===== config.mk =====
export PLATFORM = sky130hd
export DESIGN_NAME = if_stage_flat
export DESIGN_NICKNAME = d
export VERILOG_FILES = /design/src/rtl/mips_pkg.sv /design/src/rtl/if_stage_if.sv /design/src/rtl/pc_reg.sv /design/src/rtl/if_stage.sv /design/src/flat_wrapper.sv
export SDC_FILE = /design/constraint.sdc
export NUM_CORES = 1
export LEC_CHECK = 0
export ABC_CLOCK_PERIOD_IN_PS = 5650
export CAP_MARGIN = 20
export CORE_MARGIN = 10
export CORE_UTILIZATION = 41
export CTS_CLUSTER_DIAMETER = 60
export DETAILED_ROUTE_END_ITERATION = 6
export DONT_BUFFER_PORTS = 1
export SLEW_MARGIN = 10
export SYNTH_ARGS = -nofsm -noshare
export SYNTH_HDL_FRONTEND = slang
export SYNTH_SLANG_ARGS = --single-unit

===== constraint.sdc =====
create_clock -name clk -period 5.65 [get_ports clk]
set_clock_uncertainty 0.05 [all_clocks]
set_input_delay 0.8475 -clock clk [delete_from_list [all_inputs] [get_ports clk]]
set_output_delay 0.8475 -clock clk [all_outputs]
set_load 0.05 [all_outputs]

===== src/rtl/mips_pkg.sv =====
// Shared fetch-stage definitions: fetch FSM encoding, main-control opcodes
// and the default reset PC.
package mips_pkg;

  typedef enum logic [1:0] {
    FS_IDLE = 2'd0,
    FS_REQ  = 2'd1,
    FS_WAIT = 2'd2,
    FS_DROP = 2'd3
  } fetch_state_e;

  localparam logic [5:0] OP_RTYPE = 6'b000000;
  localparam logic [5:0] OP_LW    = 6'b100011;
  localparam logic [5:0] OP_SW    = 6'b101011;
  localparam logic [5:0] OP_BEQ   = 6'b000100;

  localparam logic [31:0] RESET_PC_DEFAULT = 32'h0000_0000;

  function automatic logic [31:0] word_align(input logic [31:0] addr);
    return {addr[31:2], 2'b00};
  endfunction

endpackage


===== src/rtl/if_stage_if.sv =====
// Instruction-memory request/response bus between the fetch stage (master)
// and the instruction memory (slave).
interface if_stage_if;
  logic        req;
  logic [31:0] addr;
  logic        gnt;
  logic        rvalid;
  logic [31:0] rdata;

  modport master (output req, output addr, input gnt, input rvalid, input rdata);
  modport slave  (input req, input addr, output gnt, output rvalid, output rdata);
endinterface


===== src/rtl/pc_reg.sv =====
// Program counter: sequential +4 advance or word-aligned branch redirect.
module pc_reg
  import mips_pkg::*;
#(
  parameter logic [31:0] RESET_PC = RESET_PC_DEFAULT
) (
  input  logic        clk,
  input  logic        rst,
  input  logic        redirect_i,
  input  logic        incr_i,
  input  logic [31:0] target_i,
  output logic [31:0] pc_o,
  output logic [31:0] pc_plus4_o
);

  logic [31:0] pc_q;
  logic [31:0] pc_d;

  assign pc_plus4_o = pc_q + 32'd4;
  assign pc_o       = pc_q;

  // Redirect wins over the sequential advance.
  always_comb begin
    pc_d = pc_q;
    if (redirect_i) begin
      pc_d = word_align(target_i);
    end else if (incr_i) begin
      pc_d = pc_plus4_o;
    end else begin
      pc_d = pc_q;
    end
  end

  // PC register.
  always_ff @(posedge clk or posedge rst) begin
    if (rst) begin
      pc_q <= RESET_PC;
    end else begin
      pc_q <= pc_d;
    end
  end

endmodule


===== src/rtl/if_stage.sv =====
// Instruction fetch stage: single-outstanding fetch FSM plus the registered
// instruction/pc_plus4 handoff to decode.
module if_stage
  import mips_pkg::*;
#(
  parameter logic [31:0] RESET_PC = RESET_PC_DEFAULT
) (
  input  logic              clk,
  input  logic              rst,
  input  logic              stall,
  input  logic              branch_taken,
  input  logic [31:0]       branch_target,
  if_stage_if.master        imem,
  output logic [31:0]       instr,
  output logic [5:0]        op_code,
  output logic [31:0]       pc_plus4,
  output logic              instr_valid,
  output logic              fetch_err
);

  localparam logic [1:0] ST_IDLE = FS_IDLE;
  localparam logic [1:0] ST_REQ  = FS_REQ;
  localparam logic [1:0] ST_WAIT = FS_WAIT;
  localparam logic [1:0] ST_DROP = FS_DROP;

  logic [1:0]  state_q, state_d;
  logic [31:0] instr_q, instr_d;
  logic [31:0] pc_plus4_q, pc_plus4_d;
  logic        instr_valid_q, instr_valid_d;
  logic        fetch_err_q, fetch_err_d;
  logic        req_s;
  logic        capture_s;
  logic [31:0] pc_s;
  logic [31:0] pc_inc_s;

  assign req_s     = (state_q == ST_REQ) && !branch_taken && !(instr_valid_q && stall);
  assign capture_s = (state_q == ST_WAIT) && imem.rvalid && !branch_taken;

  pc_reg #(.RESET_PC(RESET_PC)) u_pc_reg (
    .clk        (clk),
    .rst        (rst),
    .redirect_i (branch_taken),
    .incr_i     (capture_s),
    .target_i   (branch_target),
    .pc_o       (pc_s),
    .pc_plus4_o (pc_inc_s)
  );

  assign imem.req    = req_s;
  assign imem.addr   = pc_s;
  assign instr       = instr_q;
  assign op_code     = instr_q[31:26];
  assign pc_plus4    = pc_plus4_q;
  assign instr_valid = instr_valid_q;
  assign fetch_err   = fetch_err_q;

  // Fetch FSM; a branch with the response still in flight parks in DROP.
  always_comb begin
    state_d = state_q;
    case (state_q)
      ST_IDLE: state_d = ST_REQ;
      ST_REQ: begin
        if (req_s && imem.gnt) state_d = ST_WAIT;
        else                   state_d = ST_REQ;
      end
      ST_WAIT: begin
        if (branch_taken)     state_d = imem.rvalid ? ST_REQ : ST_DROP;
        else if (imem.rvalid) state_d = ST_REQ;
        else                  state_d = ST_WAIT;
      end
      ST_DROP: begin
        if (imem.rvalid) state_d = ST_REQ;
        else             state_d = ST_DROP;
      end
      default: state_d = ST_IDLE;
    endcase
  end

  // Decode handoff: branch flushes, stall holds a valid word, otherwise drain.
  always_comb begin
    instr_d       = instr_q;
    pc_plus4_d    = pc_plus4_q;
    instr_valid_d = instr_valid_q;
    fetch_err_d   = branch_taken && (branch_target[1:0] != 2'b00);
    if (branch_taken) begin
      instr_valid_d = 1'b0;
    end else if (capture_s) begin
      instr_d       = imem.rdata;
      pc_plus4_d    = pc_inc_s;
      instr_valid_d = 1'b1;
    end else if (!stall) begin
      instr_valid_d = 1'b0;
    end else begin
      instr_valid_d = instr_valid_q;
    end
  end

  // State and output registers.
  always_ff @(posedge clk or posedge rst) begin
    if (rst) begin
      state_q       <= ST_IDLE;
      instr_q       <= 32'h0000_0000;
      pc_plus4_q    <= 32'h0000_0000;
      instr_valid_q <= 1'b0;
      fetch_err_q   <= 1'b0;
    end else begin
      state_q       <= state_d;
      instr_q       <= instr_d;
      pc_plus4_q    <= pc_plus4_d;
      instr_valid_q <= instr_valid_d;
      fetch_err_q   <= fetch_err_d;
    end
  end

endmodule


===== src/flat_wrapper.sv =====
// flat-port wrapper written by rule: the top's interface ports become plain ports
module if_stage_flat import mips_pkg::*;
#(
  parameter logic [31:0] RESET_PC = RESET_PC_DEFAULT
)
  (clk, rst, stall, branch_taken, branch_target, instr, op_code, pc_plus4, instr_valid, fetch_err, imem_req, imem_addr, imem_gnt, imem_rvalid, imem_rdata);
  if_stage_if imem_i ();
  input  logic clk;
  input  logic rst;
  input  logic stall;
  input  logic branch_taken;
  input  logic [31:0] branch_target;
  output logic [31:0] instr;
  output logic [5:0] op_code;
  output logic [31:0] pc_plus4;
  output logic instr_valid;
  output logic fetch_err;
  output wire logic [$bits(imem_i.req)-1:0] imem_req;
  output wire logic [$bits(imem_i.addr)-1:0] imem_addr;
  input wire logic [$bits(imem_i.gnt)-1:0] imem_gnt;
  input wire logic [$bits(imem_i.rvalid)-1:0] imem_rvalid;
  input wire logic [$bits(imem_i.rdata)-1:0] imem_rdata;
  assign imem_req = imem_i.req;
  assign imem_addr = imem_i.addr;
  assign imem_i.gnt = imem_gnt;
  assign imem_i.rvalid = imem_rvalid;
  assign imem_i.rdata = imem_rdata;
  if_stage #(.RESET_PC(RESET_PC)) u_core (.clk(clk), .rst(rst), .stall(stall), .branch_taken(branch_taken), .branch_target(branch_target), .imem(imem_i), .instr(instr), .op_code(op_code), .pc_plus4(pc_plus4), .instr_valid(instr_valid), .fetch_err(fetch_err));
endmodule

==> out/results.txt <==
Status: finished clean
Fraction of layout cells with a size suffix above 1: 0.0477
Iteration-0 DRC Markers: 344
Count of final hold-check violations: 0
Height of the chip: 128 um
Deepest level of the CTS H-tree: 3
Initial Utilization: 0.419
Antenna cells: 0
Number of global-route vias before repair: 3824
Overall fraction of global-route tracks in use: 0.173
Tightest slew margin relative to the limit: 0.389
Residual DRC: 0
Share of the yosys chip area belonging to registers: 0.502
Share of the clock period used by the worst path after layout: 0.539
NumNets Final: 590
Post-synth ARST share: 1.00
Total vias in the final route: 3825
Cells after synthesis: 547
VDD IR max: 236 uV
Gpl congestion: 0.833
Total of warnings raised by yosys: 0
Setup bufs post-CTS: 0
Chip Width: 128 um
Endpoint class of the critical path: primary output
Flip-flop cell with the highest count after synthesis: dfrtp_1
Critical Path AT: 2.15 ns
Synth-to-layout area growth: 6.54%
Routed wire length per instance: 21.0 um
Total number of placement rows: 39
Detail Route Antenna Nets: 0
Leakage power figure: 2.18 nW
Hold-fix buffers, CTS: 0
Final design area excluding fillers: 5090 um^2
Top-level I/O count: 175
Number of different library cells in the post-synthesis netlist: 46
PortBufs: 0
Number of enable-type register cells in the synthesized netlist: 0
Leftover overflow at the end of global routing: 0
Cell area after synthesis: 4780 um^2
Clock transition time at the flip-flop clock pins of the worst setup and hold paths: 0.07 ns
Maximum net fanout on the critical path: 44
Least-Margin Pin Slew: 0.916 ns
Number of optimization iterations in the first detailed-route pass: 4
Startpoint of the worst setup timing path: branch_taken
Startpoint kind of the worst setup timing path: input port
Bufs on Longest Clock Path: 2
Upper clock frequency limit: 328 MHz
Buffer type at the clock tree root: clkbuf_16
Number of flip-flops and latches in the synthesized netlist: 96
TritonCTS clock tree: yes
P per Cell Area: 462 nW/um^2
Worst-case setup slack after placement: 2.62 ns
Number of max-cap violations: 0
Core area: 11400 um^2
Insertion delay to the later sink of the worst-skew pair: 0.35 ns
Finish-stage setup viols: 0
Largest net degree at the start of global routing: 75
Post-synthesis area per instance: 8.74 um^2
Data required time at the worst endpoint: 4.75 ns
Fill cell instance count of the final layout: 1174
Placement-stage cell area: 4790 um^2
Final max-slew violation count: 0
Number of cells after detailed placement: 650
Number of antenna violations at the first check in global routing: 0
First-pass GRT wire length: 22400 um
Via-per-instance ratio: 5.73
Drt total wl: 14000 um
Final critical-path setup slack: 2.61 ns
Count of instances resized after the clock tree is built: 0
Die footprint: 16400 um^2
Minimum clock period after layout: 3.04 ns
RSZ-0062 raised after global routing: false
Source of the worst register-to-register timing path: u_core.u_pc_reg.pc_o[2]
Final HPWL from detailed placement: 10300 um
Hold/Removal Path Class: input port to async pin
Count of non-filler cells in the finished layout: 667
Clock Sink Count: 96
Number of buffers added by the clock tree synthesis step: 9
CP Class: input port to primary output
Setup Total Neg Slack: 0 ns
[cell type report]
| class | count | area (um^2) | area share |
|---|---|---|---|
| flip-flops and latches | 96 | 2400 | 0.472 |
| clock inverters | 4 | 27.5 | 0.00540 |
| clock buffers | 12 | 256 | 0.0503 |
| repair buffers | 4 | 42.5 | 0.00835 |
| multi-input cells | 403 | 2170 | 0.425 |
| inverters | 5 | 21.3 | 0.00417 |
| well taps | 143 | 179 | 0.0351 |
[worst paths after layout]
| path | end | slack [ns] | cells past startpoint |
|---|---|---|---|
| setup / recovery | imem_req | 2.61 | 3 |
| hold / removal | u_core.instr[10] | 0.38 | 1 |
| setup reg to reg | u_core.pc_plus4[28] | 2.74 | 5 |
| hold reg to reg | u_core.state_q[0] | 0.59 | 2 |
| max in group asynchronous | u_core.u_pc_reg.pc_o[17] | 4.07 | 2 |
| min in group clk | u_core.instr_valid | 0.52 | 1 |
[cell families (layout without fill, tap and decap cells)]
group	after synthesis	after routing	share of synthesized area
DFF	96	96	0.502
muxes	1	1	0.00209
xor gates and xnor gates	22	22	0.0403
other	1	4	0.000784
and+or+nand+nor	289	289	0.288
adders and majority gates	1	1	0.00262
buffers and inverters	51	25	0.0521
AOI/OAI and AO/OA	86	86	0.112
[metal layers]
layer,track usage,up-vias,part of all wire
met5,0,-,0
li1,-,1848,-
met3,0.0757,17,0.13
met1,0.212,1829,0.40
met4,0.0662,0,0.018
met2,0.261,131,0.46
[Yosys cell counts, drive strengths merged, types with 6 or more instances]
cell type | number | area share
buf | 19 | 0.027
o31ai | 11 | 0.017
nor2 | 30 | 0.024
nand3 | 35 | 0.039
or4 | 21 | 0.034
nor3 | 6 | 0.0063
nand4 | 11 | 0.014
a31oi | 19 | 0.025
or3 | 9 | 0.012
clkbuf | 27 | 0.021
o21ai | 36 | 0.038
o211ai | 7 | 0.011
dfrtp | 96 | 0.50
and4 | 6 | 0.011
nand2 | 152 | 0.12
xnor2 | 15 | 0.027
xor2 | 7 | 0.013
[report_power, final]
group | switching (W) | internal (W)
Sequential | 0.000726 | 0.000821
Clock | 0.000267 | 0.000324
Combinational | 0.000124 | 0.0000898
[through the flow]
| stage | util | hold slack (ns) | power (W) |
|---|---|---|---|
| floorplan | - | 0.498 | 0.00171 |
| detailed placement | 0.420 | 0.578 | 0.00179 |
| CTS | 0.444 | 0.403 | 0.00238 |
| finish | 0.446 | 0.379 | 0.00235 |
| global route | 0.446 | 0.419 | 0.00247 |
| global placement | 0.420 | 0.551 | 0.00178 |
[registers in the layout, summed over array words and instances (netlist names)]
name,cells
u_core.fetch_err,1
u_core.instr,32
u_core.instr_valid,1
u_core.pc_plus4,30
u_core.state_q,2
u_core.u_pc_reg.pc_o,30
[layout by cell type (no fill, tap or decap), drive strengths merged, types with 5 or more instances in the layout]
cell type,n
nor3,6
inv,5
or4,21
nand4,11
xor2,7
o31ai,11
or3,9
xnor2,15
a31oi,19
nand3,35
and4,6
o21ai,36
clkbuf,12
dfrtp,96
o211ai,7
nor2,30
nand2,152
a22oi,5
[worst max-delay path, stage by stage]
cell and delay [ns]:
clkinv_1 0.37, nand3_1 0.18, nor2_1 0.73
(Power assumes the default switching activity.)
